## src/rtl/rom_decoder_pkg.sv

```systemverilog
// rom_decoder_pkg: control-ROM code map, RV32 opcode/funct7 constants, decode-stage state
// and the deferred branch-resolution helper shared by the decode pipe.
package rom_decoder_pkg;
    localparam logic [5:0] CODE_ADD = 6'd0, CODE_SUB = 6'd1, CODE_SLL = 6'd2, CODE_SLT = 6'd3,
        CODE_SLTU = 6'd4, CODE_XOR = 6'd5, CODE_SRL = 6'd6, CODE_SRA = 6'd7, CODE_OR = 6'd8,
        CODE_AND = 6'd9, CODE_ADDI = 6'd10, CODE_SLTI = 6'd11, CODE_SLTIU = 6'd12,
        CODE_XORI = 6'd13, CODE_ORI = 6'd14, CODE_ANDI = 6'd15, CODE_SLLI = 6'd16,
        CODE_SRLI = 6'd17, CODE_SRAI = 6'd18, CODE_LB = 6'd19, CODE_LH = 6'd20, CODE_LW = 6'd21,
        CODE_LBU = 6'd22, CODE_LHU = 6'd23, CODE_SB = 6'd24, CODE_SH = 6'd25, CODE_SW = 6'd26,
        CODE_BEQ_T = 6'd27, CODE_BEQ_F = 6'd28, CODE_BNE_T = 6'd29, CODE_BNE_F = 6'd30,
        CODE_BLT_T = 6'd31, CODE_BLT_F = 6'd32, CODE_BGE_T = 6'd33, CODE_BGE_F = 6'd34,
        CODE_BLTU_T = 6'd35, CODE_BLTU_F = 6'd36, CODE_BGEU_T = 6'd37, CODE_BGEU_F = 6'd38,
        CODE_LUI = 6'd39, CODE_AUIPC = 6'd40, CODE_JAL = 6'd41, CODE_JALR = 6'd42,
        CODE_MUL = 6'd43, CODE_MULH = 6'd44, CODE_MULHSU = 6'd45, CODE_MULHU = 6'd46,
        CODE_DIV = 6'd47, CODE_DIVU = 6'd48, CODE_REM = 6'd49, CODE_REMU = 6'd50,
        CODE_ILLEGAL = 6'd63;
    localparam logic [6:0] OPC_OP = 7'b0110011, OPC_OP_IMM = 7'b0010011, OPC_LOAD = 7'b0000011,
        OPC_STORE = 7'b0100011, OPC_BRANCH = 7'b1100011, OPC_LUI = 7'b0110111,
        OPC_AUIPC = 7'b0010111, OPC_JAL = 7'b1101111, OPC_JALR = 7'b1100111;
    localparam logic [6:0] F7_BASE = 7'b0000000, F7_ALT = 7'b0100000, F7_MULDIV = 7'b0000001;
    typedef enum logic [1:0] {D_EMPTY, D_FULL, D_WAIT_BR} dstate_e;
    // Each branch owns a taken/not-taken code pair; the lower code means the condition held.
    function automatic logic [5:0] br_code(input logic [2:0] f3, input logic eq, input logic lt);
        logic [5:0] pair;
        pair = f3[2] ? {4'd0, f3[1:0]} + 6'd2 : {5'd0, f3[0]};
        return CODE_BEQ_T + (pair << 1) + {5'd0, ~(f3[2] ? lt : eq)};
    endfunction
endpackage

```

## src/rtl/rom_decoder_pipe_if.sv

```systemverilog
// rom_decoder_pipe_if: fetch handshake, comparator flags, flush and output handshake of the decode pipe.
interface rom_decoder_pipe_if #(
    parameter int WIDTH_INST_LENGTH = 32,
    parameter int WIDTH_DATAOUT_LENGTH = 6
);
    logic InstValid, InstReady, BrValid, BrEq, BrLT, Flush, OutValid, OutReady, Illegal;
    logic [WIDTH_INST_LENGTH-1:0] Inst;
    logic [WIDTH_DATAOUT_LENGTH-1:0] DataOut;
    modport master (
        output InstValid, Inst, BrValid, BrEq, BrLT, Flush, OutReady,
        input InstReady, OutValid, DataOut, Illegal
    );
    modport slave (
        input InstValid, Inst, BrValid, BrEq, BrLT, Flush, OutReady,
        output InstReady, OutValid, DataOut, Illegal
    );
endinterface

```

## src/rtl/rom_decoder_comb.sv

```systemverilog
// rom_decoder_comb: combinational RV32I(+M) decode into base code, branch flag and illegal flag.
module rom_decoder_comb
    import rom_decoder_pkg::*;
#(
    parameter int WIDTH_INST_LENGTH = 32,
    parameter bit EN_M_EXT = 1'b1
) (
    input  logic [WIDTH_INST_LENGTH-1:0] inst_i,
    output logic [5:0]                   code_o,
    output logic                         is_branch_o,
    output logic                         illegal_o
);
    logic [6:0] opc, f7;
    logic [2:0] f3;
    logic unused_fields;
    assign opc = inst_i[6:0];
    assign f3 = inst_i[14:12];
    assign f7 = inst_i[31:25];
    assign unused_fields = ^{inst_i[24:15], inst_i[11:7]};
    // Opcodes carry Inst[1:0], so a non-32-bit quadrant never matches and falls to illegal.
    always_comb begin
        code_o = CODE_ILLEGAL;
        is_branch_o = 1'b0;
        case (opc)
            OPC_OP: case (f7)
                F7_BASE: case (f3)
                    3'd0: code_o = CODE_ADD;
                    3'd1: code_o = CODE_SLL;
                    3'd2: code_o = CODE_SLT;
                    3'd3: code_o = CODE_SLTU;
                    3'd4: code_o = CODE_XOR;
                    3'd5: code_o = CODE_SRL;
                    3'd6: code_o = CODE_OR;
                    default: code_o = CODE_AND;
                endcase
                F7_ALT: code_o = f3 == 3'd0 ? CODE_SUB : f3 == 3'd5 ? CODE_SRA : CODE_ILLEGAL;
                F7_MULDIV: code_o = EN_M_EXT ? CODE_MUL + {3'd0, f3} : CODE_ILLEGAL;
                default: ;
            endcase
            OPC_OP_IMM: case (f3)
                3'd0: code_o = CODE_ADDI;
                3'd1: code_o = f7 == F7_BASE ? CODE_SLLI : CODE_ILLEGAL;
                3'd2: code_o = CODE_SLTI;
                3'd3: code_o = CODE_SLTIU;
                3'd4: code_o = CODE_XORI;
                3'd5: code_o = f7 == F7_BASE ? CODE_SRLI : f7 == F7_ALT ? CODE_SRAI : CODE_ILLEGAL;
                3'd6: code_o = CODE_ORI;
                default: code_o = CODE_ANDI;
            endcase
            OPC_LOAD: case (f3)
                3'd0: code_o = CODE_LB;
                3'd1: code_o = CODE_LH;
                3'd2: code_o = CODE_LW;
                3'd4: code_o = CODE_LBU;
                3'd5: code_o = CODE_LHU;
                default: ;
            endcase
            OPC_STORE: case (f3)
                3'd0: code_o = CODE_SB;
                3'd1: code_o = CODE_SH;
                3'd2: code_o = CODE_SW;
                default: ;
            endcase
            OPC_BRANCH: begin
                is_branch_o = f3[2:1] != 2'b01;
                code_o = is_branch_o ? CODE_BEQ_T : CODE_ILLEGAL;
            end
            OPC_LUI: code_o = CODE_LUI;
            OPC_AUIPC: code_o = CODE_AUIPC;
            OPC_JAL: code_o = CODE_JAL;
            OPC_JALR: code_o = f3 == 3'd0 ? CODE_JALR : CODE_ILLEGAL;
            default: ;
        endcase
    end
    assign illegal_o = code_o == CODE_ILLEGAL;
endmodule

```

## src/rtl/rom_decoder_pipe.sv

```systemverilog
// rom_decoder_pipe: two-stage flow-controlled decoder; D holds the decoded entry until its
// branch flags arrive, O holds the control-ROM address for the consumer.
module rom_decoder_pipe
    import rom_decoder_pkg::*;
#(
    parameter int WIDTH_INST_LENGTH = 32,
    parameter int WIDTH_DATAOUT_LENGTH = 6,
    parameter bit EN_M_EXT = 1'b1
) (
    input logic clk,
    input logic rst_n,
    rom_decoder_pipe_if.slave bus
);
    dstate_e state_q, state_d;
    logic [5:0] code_q, dec_code;
    logic [2:0] f3_q;
    logic br_q, ill_q, dec_br, dec_ill, d_full, o_accept, xfer, accept, load_o;
    logic out_valid_q, out_valid_d, illegal_q, illegal_d;
    logic [WIDTH_DATAOUT_LENGTH-1:0] data_q, data_d, res_code;
    rom_decoder_comb #(.WIDTH_INST_LENGTH(WIDTH_INST_LENGTH), .EN_M_EXT(EN_M_EXT)) u_comb (
        .inst_i(bus.Inst), .code_o(dec_code), .is_branch_o(dec_br), .illegal_o(dec_ill)
    );
    assign d_full = state_q != D_EMPTY;
    assign o_accept = !out_valid_q || bus.OutReady;
    assign xfer = d_full && o_accept && (!br_q || bus.BrValid);
    assign bus.InstReady = !d_full || xfer;
    assign accept = bus.InstValid && bus.InstReady && !bus.Flush;
    assign load_o = xfer && !bus.Flush;
    assign res_code = br_q ? br_code(f3_q, bus.BrEq, bus.BrLT) : code_q;
    always_comb begin
        state_d = state_q;
        if (bus.Flush) state_d = D_EMPTY;
        else if (accept) state_d = D_FULL;
        else if (xfer) state_d = D_EMPTY;
        else if (d_full && br_q && !bus.BrValid) state_d = D_WAIT_BR;
        out_valid_d = bus.Flush ? 1'b0 : xfer ? 1'b1 : o_accept ? 1'b0 : out_valid_q;
        data_d = load_o ? res_code : data_q;
        illegal_d = load_o ? ill_q : illegal_q;
    end
    always_ff @(posedge clk or negedge rst_n) begin
        if (!rst_n) begin
            state_q <= D_EMPTY;
            code_q <= '0;
            f3_q <= '0;
            br_q <= 1'b0;
            ill_q <= 1'b0;
            out_valid_q <= 1'b0;
            data_q <= '0;
            illegal_q <= 1'b0;
        end else begin
            state_q <= state_d;
            out_valid_q <= out_valid_d;
            data_q <= data_d;
            illegal_q <= illegal_d;
            if (accept) begin
                code_q <= dec_code;
                f3_q <= bus.Inst[14:12];
                br_q <= dec_br;
                ill_q <= dec_ill;
            end
        end
    end
    assign bus.OutValid = out_valid_q;
    assign bus.DataOut = data_q;
    assign bus.Illegal = illegal_q;
endmodule

```

## src/flat_wrapper.sv

```systemverilog
// flat-port wrapper written by rule: the top's interface ports become plain ports
module rom_decoder_pipe_flat import rom_decoder_pkg::*;
#(
    parameter int WIDTH_INST_LENGTH = 32,
    parameter int WIDTH_DATAOUT_LENGTH = 6,
    parameter bit EN_M_EXT = 1'b1
)
  (clk, rst_n, bus_InstValid, bus_Inst, bus_BrValid, bus_BrEq, bus_BrLT, bus_Flush, bus_OutReady, bus_InstReady, bus_OutValid, bus_DataOut, bus_Illegal);
  rom_decoder_pipe_if #(.WIDTH_INST_LENGTH(WIDTH_INST_LENGTH), .WIDTH_DATAOUT_LENGTH(WIDTH_DATAOUT_LENGTH)) bus_i ();
  input logic clk;
  input logic rst_n;
  input wire logic [$bits(bus_i.InstValid)-1:0] bus_InstValid;
  input wire logic [$bits(bus_i.Inst)-1:0] bus_Inst;
  input wire logic [$bits(bus_i.BrValid)-1:0] bus_BrValid;
  input wire logic [$bits(bus_i.BrEq)-1:0] bus_BrEq;
  input wire logic [$bits(bus_i.BrLT)-1:0] bus_BrLT;
  input wire logic [$bits(bus_i.Flush)-1:0] bus_Flush;
  input wire logic [$bits(bus_i.OutReady)-1:0] bus_OutReady;
  output wire logic [$bits(bus_i.InstReady)-1:0] bus_InstReady;
  output wire logic [$bits(bus_i.OutValid)-1:0] bus_OutValid;
  output wire logic [$bits(bus_i.DataOut)-1:0] bus_DataOut;
  output wire logic [$bits(bus_i.Illegal)-1:0] bus_Illegal;
  assign bus_i.InstValid = bus_InstValid;
  assign bus_i.Inst = bus_Inst;
  assign bus_i.BrValid = bus_BrValid;
  assign bus_i.BrEq = bus_BrEq;
  assign bus_i.BrLT = bus_BrLT;
  assign bus_i.Flush = bus_Flush;
  assign bus_i.OutReady = bus_OutReady;
  assign bus_InstReady = bus_i.InstReady;
  assign bus_OutValid = bus_i.OutValid;
  assign bus_DataOut = bus_i.DataOut;
  assign bus_Illegal = bus_i.Illegal;
  rom_decoder_pipe #(.WIDTH_INST_LENGTH(WIDTH_INST_LENGTH), .WIDTH_DATAOUT_LENGTH(WIDTH_DATAOUT_LENGTH), .EN_M_EXT(EN_M_EXT)) u_core (.clk(clk), .rst_n(rst_n), .bus(bus_i));
endmodule
```

## config.mk

```make
export PLATFORM = sky130hd
export DESIGN_NAME = rom_decoder_pipe_flat
export DESIGN_NICKNAME = d
export VERILOG_FILES = /design/src/rtl/rom_decoder_pkg.sv /design/src/rtl/rom_decoder_pipe_if.sv /design/src/rtl/rom_decoder_comb.sv /design/src/rtl/rom_decoder_pipe.sv /design/src/flat_wrapper.sv
export SDC_FILE = /design/constraint.sdc
export NUM_CORES = 1
export LEC_CHECK = 0
export ABC_AREA = 1
export BUFFER_PORTS_ARGS = -buffer_cell sky130_fd_sc_hd__buf_4
export CORE_ASPECT_RATIO = 1.1
export CORE_MARGIN = 4
export CORE_UTILIZATION = 55
export DETAILED_ROUTE_END_ITERATION = 16
export GPL_ROUTABILITY_DRIVEN = 0
export GPL_TIMING_DRIVEN = 0
export PLACE_DENSITY = 0.8
export REMOVE_ABC_BUFFERS = 1
export SKIP_LAST_GASP = 1
export SLEW_MARGIN = 30
export SYNTH_ARGS = -nofsm -noshare
export SYNTH_HDL_FRONTEND = slang
export SYNTH_HIERARCHICAL = 1
export SYNTH_SLANG_ARGS = --single-unit
```

## constraint.sdc

```tcl
create_clock -name clk -period 1.5 [get_ports clk]
set_input_delay 0.225 -clock clk [delete_from_list [all_inputs] [get_ports clk]]
set_output_delay 0.225 -clock clk [all_outputs]
set_load 0.01 [all_outputs]
```

## Word-level counts from Yosys, hierarchy flattened

Index checks and enable logic that the tools add are counted.

| cells by class | value |
|---|---|
| add/sub/neg operators | 4 |
| $mul | 0 |
| divide/modulo/power cells | 0 |
| order comparisons | 0 |
| equal/unequal tests | 19 |
| shift operators | 0 |
| muxes and demuxes | 24 |
| bitwise gates (word level) | 1 |
| reductions and logical operators | 20 |

Operators by type and width:

| operator | count |
|---|---|
| 6-bit case mux with 9 select lines | 1 |
| 6-bit two-way mux | 7 |
| 6-bit case mux with 7 select lines | 1 |
| 6-bit case mux with 3 select lines | 2 |
| 6-bit case mux with 5 select lines | 1 |
| 7-bit by 6-bit equality test with 1-bit output, second input constant | 4 |
| 4-bit case mux with 7 select lines | 1 |
| 7-bit equality test, second input constant | 3 |
| 7-bit by 5-bit equality test with 1-bit output, second input constant | 2 |
| 5-bit two-way mux | 2 |
| 3-bit equality test, second input constant | 3 |
| 2-bit two-way mux | 4 |
| 7-bit by 1-bit equality test with 1-bit output, second input constant | 1 |
| 7-bit by 2-bit equality test with 1-bit output, second input constant | 1 |
| 1-bit logical AND | 7 |
| 7-bit logical NOT | 1 |
| 5-bit by 6-bit adder with 6-bit output, first input constant | 1 |
| 6-bit by 1-bit adder with 6-bit output | 1 |
| 6-bit by 3-bit adder with 6-bit output, first input constant | 1 |
| 3-bit by 2-bit equality test with 1-bit output, second input constant | 2 |
| 6-bit equality test, second input constant | 1 |
| 1-bit logical NOT | 5 |
| 1-bit two-way mux | 5 |
| 4-bit nonzero test | 1 |
| other kinds (8) | 10 |

| storage, ports and cells | value |
|---|---|
| flip-flop bits (word level) | 21 |
| latch bits | 0 |
| memory bits (writable) | 0 |
| bits in read-only memories | 0 |
| input port bits | 40 |
| word-level logic and storage cells | 76 |
| memories kept | 0 |

## Depth between registers and ports, before layout

Gate-level depths: netlist (run 1).

| logic depth | value |
|---|---|
| depth after elaboration | 9 |
| gate-level depth with buffers | 17 |
| depth with buffers taken out | 17 |

## By module

The synthesis (run 1) kept the hierarchy.

Modules (own cells, without submodules):

| module | times used | cells each | area each (µm²) |
|---|---|---|---|
| rom_decoder_comb | 1 | 197 | 1116.1 |
| rom_decoder_pipe | 1 | 132 | 1087.3 |

## Worst setup path before layout (run 1)

OpenSTA, ideal clock, no wires.

| path | value |
|---|---|
| path type | input to register |
| start point | in bus_Inst[13] |
| end point | reg u_core.ill_q |
| setup time | 0.116 ns |
| data arrival time | 1.622 ns |
| slack | -0.239 ns |
| stages on the path | 14 |
| path buffers | 0 |
| cells stage by stage | inv_1 > ha_1 > ha_1 > inv_1 > nand2_2 > nand2_1 > nor2_2 > nand3b_1 > nor2_1 > nand3_2 > nand2_2 > nor2_2 > nand3_1 > nand2_1 |

| on the way | value |
|---|---|
| elaborated cells on any way between the ends | 20 |
| classes of those cells | add/sub (1); eq/ne (8); mux (10); reduce/logical (1) |

RTL lines:

| element | RTL line | RTL |
|---|---|---|
| from (decl) | flat_wrapper.sv:13 | `input wire logic [$bits(bus_i.Inst)-1:0] bus_Inst;` |
| 3-bit equality test (tied with other cells) | rom_decoder_comb.sv:26, rom_decoder_comb.sv:40 |  |
| 4-bit case mux with 7 select lines / 6-bit two-way mux (equally long branches) | rom_decoder_comb.sv:26, rom_decoder_comb.sv:36 |  |
| 6-bit case mux with 3 select lines | rom_decoder_comb.sv:25 | `OPC_OP: case (f7)` |
| 6-bit case mux with 9 select lines * | rom_decoder_comb.sv:24 | `case (opc)` |
| net u_core.dec_code[0] | rom_decoder_pipe.sv:15 | `logic [5:0] code_q, dec_code;` |
| 6-bit equality test * | rom_decoder_comb.sv:75 | `assign illegal_o = code_o == CODE_ILLEGAL;` |
| net u_core.dec_ill | rom_decoder_pipe.sv:17 | `logic br_q, ill_q, dec_br, dec_ill, d_full, o_accept, xfer, accept, load_o;` |
| to (signal assigned) | rom_decoder_pipe.sv:59 | `ill_q <= dec_ill;` |
| to (decl) | rom_decoder_pipe.sv:17 |  |

Mark *: on every way through the listed nets, which the timed path passes. The rest lies on a longest branch.
A chain may end at the register's enable or synchronous reset.

## Final worst setup path (run 1)

Same ends and word-level chain as after synthesis.

==> flow_metrics.py, run 1 <==
metrics = {
    "run_status": {
        "violations": "setup timing",
        "status": "complete, but fails checks",
    },
    "floorplanning": {
        "die_x_um": 68.4,
        "io_pins": 49,
        "fp.coreArea_sq_mm": 0.00374,
        "rows": 23,
        "initial_core_util_pct": 58.9,
        "dieArea_sq_mm": 0.00508,
        "die_y_um": 74.4,
    },
    "timing": {
        "worst_pin_slew_ns": 0.310,
        "slew_viol_final": 0,
        "timing_hold_violations_final": 0,
        "period_needed_ns": 1.55,
        "clock_skew_ns": 0.00638,
        "rsz0062_at_grt": "yes",
        "fmax_mhz": 645,
        "maxSlewHeadroom_pct": 79.3,
        "timing.final.ws_setup_ns": -0.0502,
        "fin_crit_sh_pct": 103,
        "whs_ns": 0.168,
        "setup_viol_count_final": 1,
    },
    "final_layout": {
        "nNetsFinal": 419,
        "synthToLayoutAreaGrowth_pct": 22.9,
        "drive_gt1_share_pct": 38.6,
        "n_antenna_cell": 0,
    },
    "yosys": {
        "synthAdderAreaFrac_pct": 4.54,
        "yosysUniqueCellTypes": 32,
        "synth_xor_area_share_pct": 0,
        "synth_warnings": 6,
        "syn_avg_cell_area_sq_um": 6.70,
        "yosysSeqAreaShare_pct": 23.9,
        "netlist_instances": 329,
        "synthMuxAreaShare_pct": 0,
        "synth_top_family_by_area": "simple AND/OR/NAND/NOR gates",
        "synth_seq_cells": 21,
        "synthSimpleGateAreaFrac_pct": 53.6,
        "syn_area_sq_mm": 0.00220,
        "synth_compound_area_share_pct": 7.16,
    },
    "global_routing": {
        "grt_first_pass_wirelength_mm": 8.07,
        "antenna_found_initial": 0,
        "first_global_vias": 1951,
        "grt_max_degree": 22,
        "track_usage_pct": 20.3,
        "overflow": 0,
    },
    "route": {
        "drc": 0,
        "ant_nets": 0,
        "via_per_inst": 5.03,
        "drt-initial-drc-count": 63,
        "wire_per_inst_um": 11.5,
        "num_vias": 2113,
        "drt_wl_total_mm": 4.85,
        "dr.pass1.iters": 4,
    },
    "min_path": {
        "hold_class": "in2reg",
    },
    "critical_path": {
        "cp.arrival_ns": 1.71,
        "path_class": "in2reg",
        "cp-end-kind": "register",
        "worst_setup_path_start_kind": "input port",
        "crit_path_max_fanout": 6,
        "worstPathRequired_ns": 1.66,
    },
    "cts": {
        "path_clk_slew_ns": 0.08,
        "cts_max_level": 1,
        "cts_tree": "yes",
        "cts_max_path_buffers": 2,
        "clock_latency_ns": 0.26,
        "cts-buffers-inserted": 3,
        "cts.sink_count": 21,
        "cts-root-buf": "clkbuf_8",
    },
    "power": {
        "vdd_drop_max_v": 0.000358,
        "power_density_mw_per_mm2": 717,
        "p_leak_nw": 1.38,
        "power_mw": 1.94,
    },
    "placement": {
        "hpwl_mm": 3.70,
        "portBuffers": 33,
    },
    "flow_run": {
        "drv_cap": 0,
    },
}
stage by stage:
step	setup slack [ns]	instances	cell area (sq um)	util [%]	setup TNS, ns
after global placement	-0.669	407	2450	65.6	-3.32
final	-0.0502	420	2710	72.4	-0.0502
after floorplan	-0.239	324	2140	-	-0.631
after CTS	-0.0258	414	2620	69.9	-0.0258
after global routing	-0.170	420	2710	72.4	-0.312
after detailed placement	-0.691	407	2450	65.6	-3.42
critical path, cell delays in order:
cell        delay, ns
buf_12           0.08
clkinvlp_4       0.13
ha_4             0.21
ha_4             0.19
nor2_4           0.15
nand2_1          0.07
o21ai_1          0.12
nand3b_1         0.10
nor2_2           0.12
nand3_2          0.09
nand2_2          0.08
nor2_2           0.04
nand3_1          0.07
nand2_1          0.05
power breakdown:
| part | internal (mW) | switching [mW] |
|---|---|---|
| clock network | 0.185 | 0.181 |
| logic | 0.355 | 0.436 |
| registers | 0.700 | 0.0838 |
| total | 1.24 | 0.701 |
layout make-up:
cell class                 count  area (sq um)
clock inverter                 1          5.00
clock buffer                   3          41.3
multi-input combinational    258          1560
sequential                    21           527
fill                         326          1030
timing repair buffer          42           330
tap                           50          62.6
inverter                      45           186
synth_stat cells:
| master | n | share of area [%] |
|---|---|---|
| a21oi_1 | 7 | 1.6 |
| buf_12 | 1 | 0.91 |
| buf_2 | 1 | 0.23 |
| buf_6 | 3 | 1.5 |
| clkinv_1 | 1 | 0.17 |
| clkinv_2 | 1 | 0.23 |
| clkinv_4 | 1 | 0.40 |
| dfrtp_1 | 21 | 24 |
| ha_1 | 8 | 4.5 |
| inv_1 | 28 | 4.8 |
| inv_2 | 13 | 2.2 |
| inv_6 | 1 | 0.40 |
| nand2_1 | 101 | 17 |
| nand2_2 | 22 | 6.2 |
| nand2_4 | 8 | 4.1 |
| nand3_1 | 33 | 7.5 |
| nand3_2 | 5 | 2.3 |
| nand3_4 | 2 | 1.6 |
| nand3b_1 | 2 | 0.68 |
| nand4_1 | 4 | 1.1 |
| nand4_2 | 1 | 0.57 |
| nor2_1 | 23 | 3.9 |
| nor2_2 | 11 | 3.1 |
| nor2_4 | 8 | 4.1 |
| nor3_1 | 2 | 0.45 |
| nor3_2 | 1 | 0.45 |
| o21ai_0 | 7 | 1.6 |
| o21ai_1 | 7 | 1.6 |
| o21ai_2 | 3 | 1.2 |
| o21bai_1 | 1 | 0.34 |
| o21bai_4 | 1 | 0.85 |
| or2_0 | 1 | 0.28 |
cells in the final DEF (no fill, tap or decap):
cell,n
nand2_2,23
dlygate4sd3_1,1
o21ai_0,5
ha_4,4
nor3_1,1
nand3_2,7
nand3_1,31
nor3_2,2
a21oi_2,1
clkinvlp_4,1
clkinv_4,1
inv_4,1
nand2_4,8
nand4_4,1
clkinv_1,1
inv_2,14
buf_12,1
o21bai_1,1
nand3_4,2
nand2_8,1
inv_6,1
inv_1,25
o21ai_2,4
nand4_1,4
nand2_1,99
clkbuf_8,3
nor2_4,9
a21oi_1,6
ha_1,4
o21ai_1,8
clkinv_2,2
o21bai_4,1
dfrtp_1,20
nand3b_1,2
nor2_2,15
or2_0,1
nor2_1,18
buf_4,40
dfrtp_2,1
sequential cells by signal (all words and copies together) (netlist names):
name / cells
u_core/ill_q: 1
u_core/f3_q: 3
u_core/state_q: 2
u_core/code_q: 6
u_core/br_q: 1
u_core/bus.Illegal: 1
u_core/bus.DataOut: 6
u_core/bus.OutValid: 1
metal layers:
metal	GRT usage, %	up-vias	share of wire [%]
li1	-	1124	-
met5	0	-	0
met4	10.8	0	3.2
met2	37.7	48	53
met1	22.5	924	40
met3	1.81	17	3.6
path summary, 6_finish.rpt:
kind,start,endpoint,slack [ns],cells past startpoint
min in group asynchronous,rst_n,u_core/bus.DataOut[2],0.37,2
max,bus_Inst[13],u_core/ill_q,-0.05,14
max reg2reg,u_core/state_q[0],u_core/bus.DataOut[5],0.11,8
min reg2reg,u_core/bus.Illegal,u_core/bus.Illegal,0.47,2
max in group asynchronous,rst_n,u_core/br_q,0.90,2
min,bus_Flush,u_core/bus.OutValid,0.17,2
kinds of logic after synthesis:
| family | after synthesis |
|---|---|
| AOI/OAI and AO/OA | 26 |
| buffers and inverters | 50 |
| DFF | 21 |
| and+or+nand+nor | 224 |
| adders and majority gates | 8 |
what timing repair did:
item | 4_1_cts | 5_1_grt
endpoints found under the setup margin | 8 | 5
pin swaps | 12 | 12
hold endpoints to repair | 21 | 0
hold buffers | 1 | 0
setup buffers | 2 | 6
resized for setup | 21 | 13
(Power assumes the default switching activity.)
==> run 2: changes to the inputs <==
==> constraint.sdc (replaced) <==
create_clock -name clk -period 1.65 [get_ports clk]
set_input_delay 0.2475 -clock clk [delete_from_list [all_inputs] [get_ports clk]]
set_output_delay 0.2475 -clock clk [all_outputs]
set_load 0.01 [all_outputs]
==> flow_metrics.py, run 2 (synthesized netlist as in run 1, its figures left out) <==
metrics = {
    "run_status": {
        "status": "finished, final reports clean",
    },
    "cts": {
        "path_clk_slew_ns": 0.08,
        "cts.sink_count": 21,
        "cts_max_path_buffers": 2,
        "cts_tree": "yes",
        "cts-root-buf": "clkbuf_8",
        "clock_latency_ns": 0.26,
        "cts-buffers-inserted": 3,
        "cts_max_level": 1,
    },
    "final_layout": {
        "final_common_cell": "nand2_1",
        "synthToLayoutAreaGrowth_pct": 20.9,
        "seq_area_sq_um": 527,
        "nNetsFinal": 416,
        "n_antenna_cell": 0,
        "nFillCells": 335,
        "drive_gt1_share_pct": 36.8,
        "multi_input_area_sq_mm": 0.00153,
        "final_cell_mix": "101 x nand2_1, 37 x buf_4, 32 x nand3_1",
    },
    "power": {
        "p_int_mw": 1.11,
        "p_clk_share_pct": 19.1,
        "netSwitchingFraction_pct": 36.0,
        "seq_power_share_pct": 41.0,
        "power_density_mw_per_mm2": 652,
        "power_mw": 1.74,
        "p_leak_nw": 1.37,
        "vdd_drop_max_v": 0.000335,
        "p_comb_share_pct": 39.9,
        "p_switching_mw": 0.625,
    },
    "floorplanning": {
        "initial_core_util_pct": 58.9,
        "rows": 23,
        "die_x_um": 68.4,
        "dieArea_sq_mm": 0.00508,
        "fp.coreArea_sq_mm": 0.00374,
        "io_pins": 49,
        "die_y_um": 74.4,
    },
    "timing": {
        "slew_viol_final": 0,
        "fin_crit_sh_pct": 95.8,
        "fmax_mhz": 633,
        "setup_viol_count_final": 0,
        "period_needed_ns": 1.58,
        "worst_pin_slew_ns": 0.311,
        "clock_skew_ns": 0.00688,
        "timing_hold_violations_final": 0,
        "fin_setup_tns_ns": 0,
        "rsz0062_at_grt": "yes",
        "maxSlewHeadroom_pct": 79.2,
    },
    "critical_path": {
        "worst_setup_path_start_kind": "input port",
        "cp-end-kind": "register",
        "cp.arrival_ns": 1.74,
        "reg2reg_slack_ns": 0.24,
        "worstPathRequired_ns": 1.81,
        "path_class": "in2reg",
        "crit_path_max_fanout": 6,
    },
    "placement": {
        "portBuffers": 33,
        "hpwl_mm": 3.70,
    },
    "global_routing": {
        "overflow": 0,
        "first_global_vias": 1912,
        "grt_max_degree": 22,
        "track_usage_pct": 19.9,
        "grt_first_pass_wirelength_mm": 7.94,
        "antenna_found_initial": 0,
    },
    "route": {
        "wire_per_inst_um": 11.5,
        "drt_wl_total_mm": 4.78,
        "dr.pass1.iters": 4,
        "ant_nets": 0,
        "num_vias": 2103,
        "drt-initial-drc-count": 66,
        "drc": 0,
        "via_per_inst": 5.04,
    },
    "flow_run": {
        "drv_cap": 0,
    },
    "min_path": {
        "hold_class": "in2reg",
    },
}
## run 2: worst paths after layout
| path | start | to | cells after the start |
|---|---|---|---|
| worst max register to register | u_core/f3_q[2] | u_core/bus.DataOut[4] | 8 |
| max in group asynchronous | rst_n | u_core/br_q | 2 |
| worst max-delay path | bus_Inst[13] | u_core/ill_q | 14 |
| worst min register to register | u_core/bus.Illegal | u_core/bus.Illegal | 2 |
| worst min-delay path | bus_Flush | u_core/bus.OutValid | 2 |
| min in group asynchronous | rst_n | u_core/bus.DataOut[2] | 2 |
## run 2: power by group through the flow
stage	Clock [mW]	Combinational [mW]	Sequential, mW
after floorplan	0	0.368	0.746
after global placement	0	0.640	0.717
after detailed placement	0	0.650	0.721
after CTS	0.346	0.673	0.712
after global routing	0.357	0.783	0.728
final	0.332	0.694	0.711
## run 2: through the flow
stage	cells	hold WS, ns	setup WS (ns)	area [sq um]	util (%)
2_1_floorplan	324	-0.0481	-0.111	2140	-
3_3_place_gp	407	0.141	-0.542	2450	65.6
3_5_place_dp	407	0.143	-0.563	2450	65.6
4_1_cts	413	0.184	0.000950	2570	68.7
5_1_grt	417	0.197	-0.0601	2660	71.2
6_report	417	0.192	0.0701	2660	71.2
## run 2: repair_timing
action | 4_1_cts | 5_1_grt
setup buffers | 1 | 4
hold buffers | 1 | 0
gates cloned | 0 | 0
pin swaps | 2 | 14
setup endpoints to repair | 5 | 5
gates resized for setup | 12 | 17
endpoints found under the hold margin | 21 | 0
## run 2: layout make-up
type	instances	area share, %
clock inverter	1	0.188
clock buffer	3	1.55
sequential	21	19.8
timing repair buffer	39	11.6
multi-input combinational	258	57.5
tap	50	2.35
inverter	45	7.09
## run 2: layer usage
layer | routed length, um | GRT usage, % | up-vias
li1 | - | - | 1122
met1 | 1930 | 22.5 | 915
met2 | 2530 | 37.5 | 53
met4 | 136 | 8.83 | 0
met3 | 192 | 1.51 | 13
met5 | 0 | 0 | -
## run 2: critical path, cell delays in order
cell and delay [ns]:
buf_12 0.08, clkinvlp_4 0.13, ha_4 0.21, ha_4 0.20
nor2_4 0.13, nand2_1 0.07, o21ai_1 0.12, nand3b_1 0.10
nor2_2 0.12, nand3_2 0.10, nand2_2 0.08, nor2_2 0.04
nand3_1 0.07, nand2_1 0.05
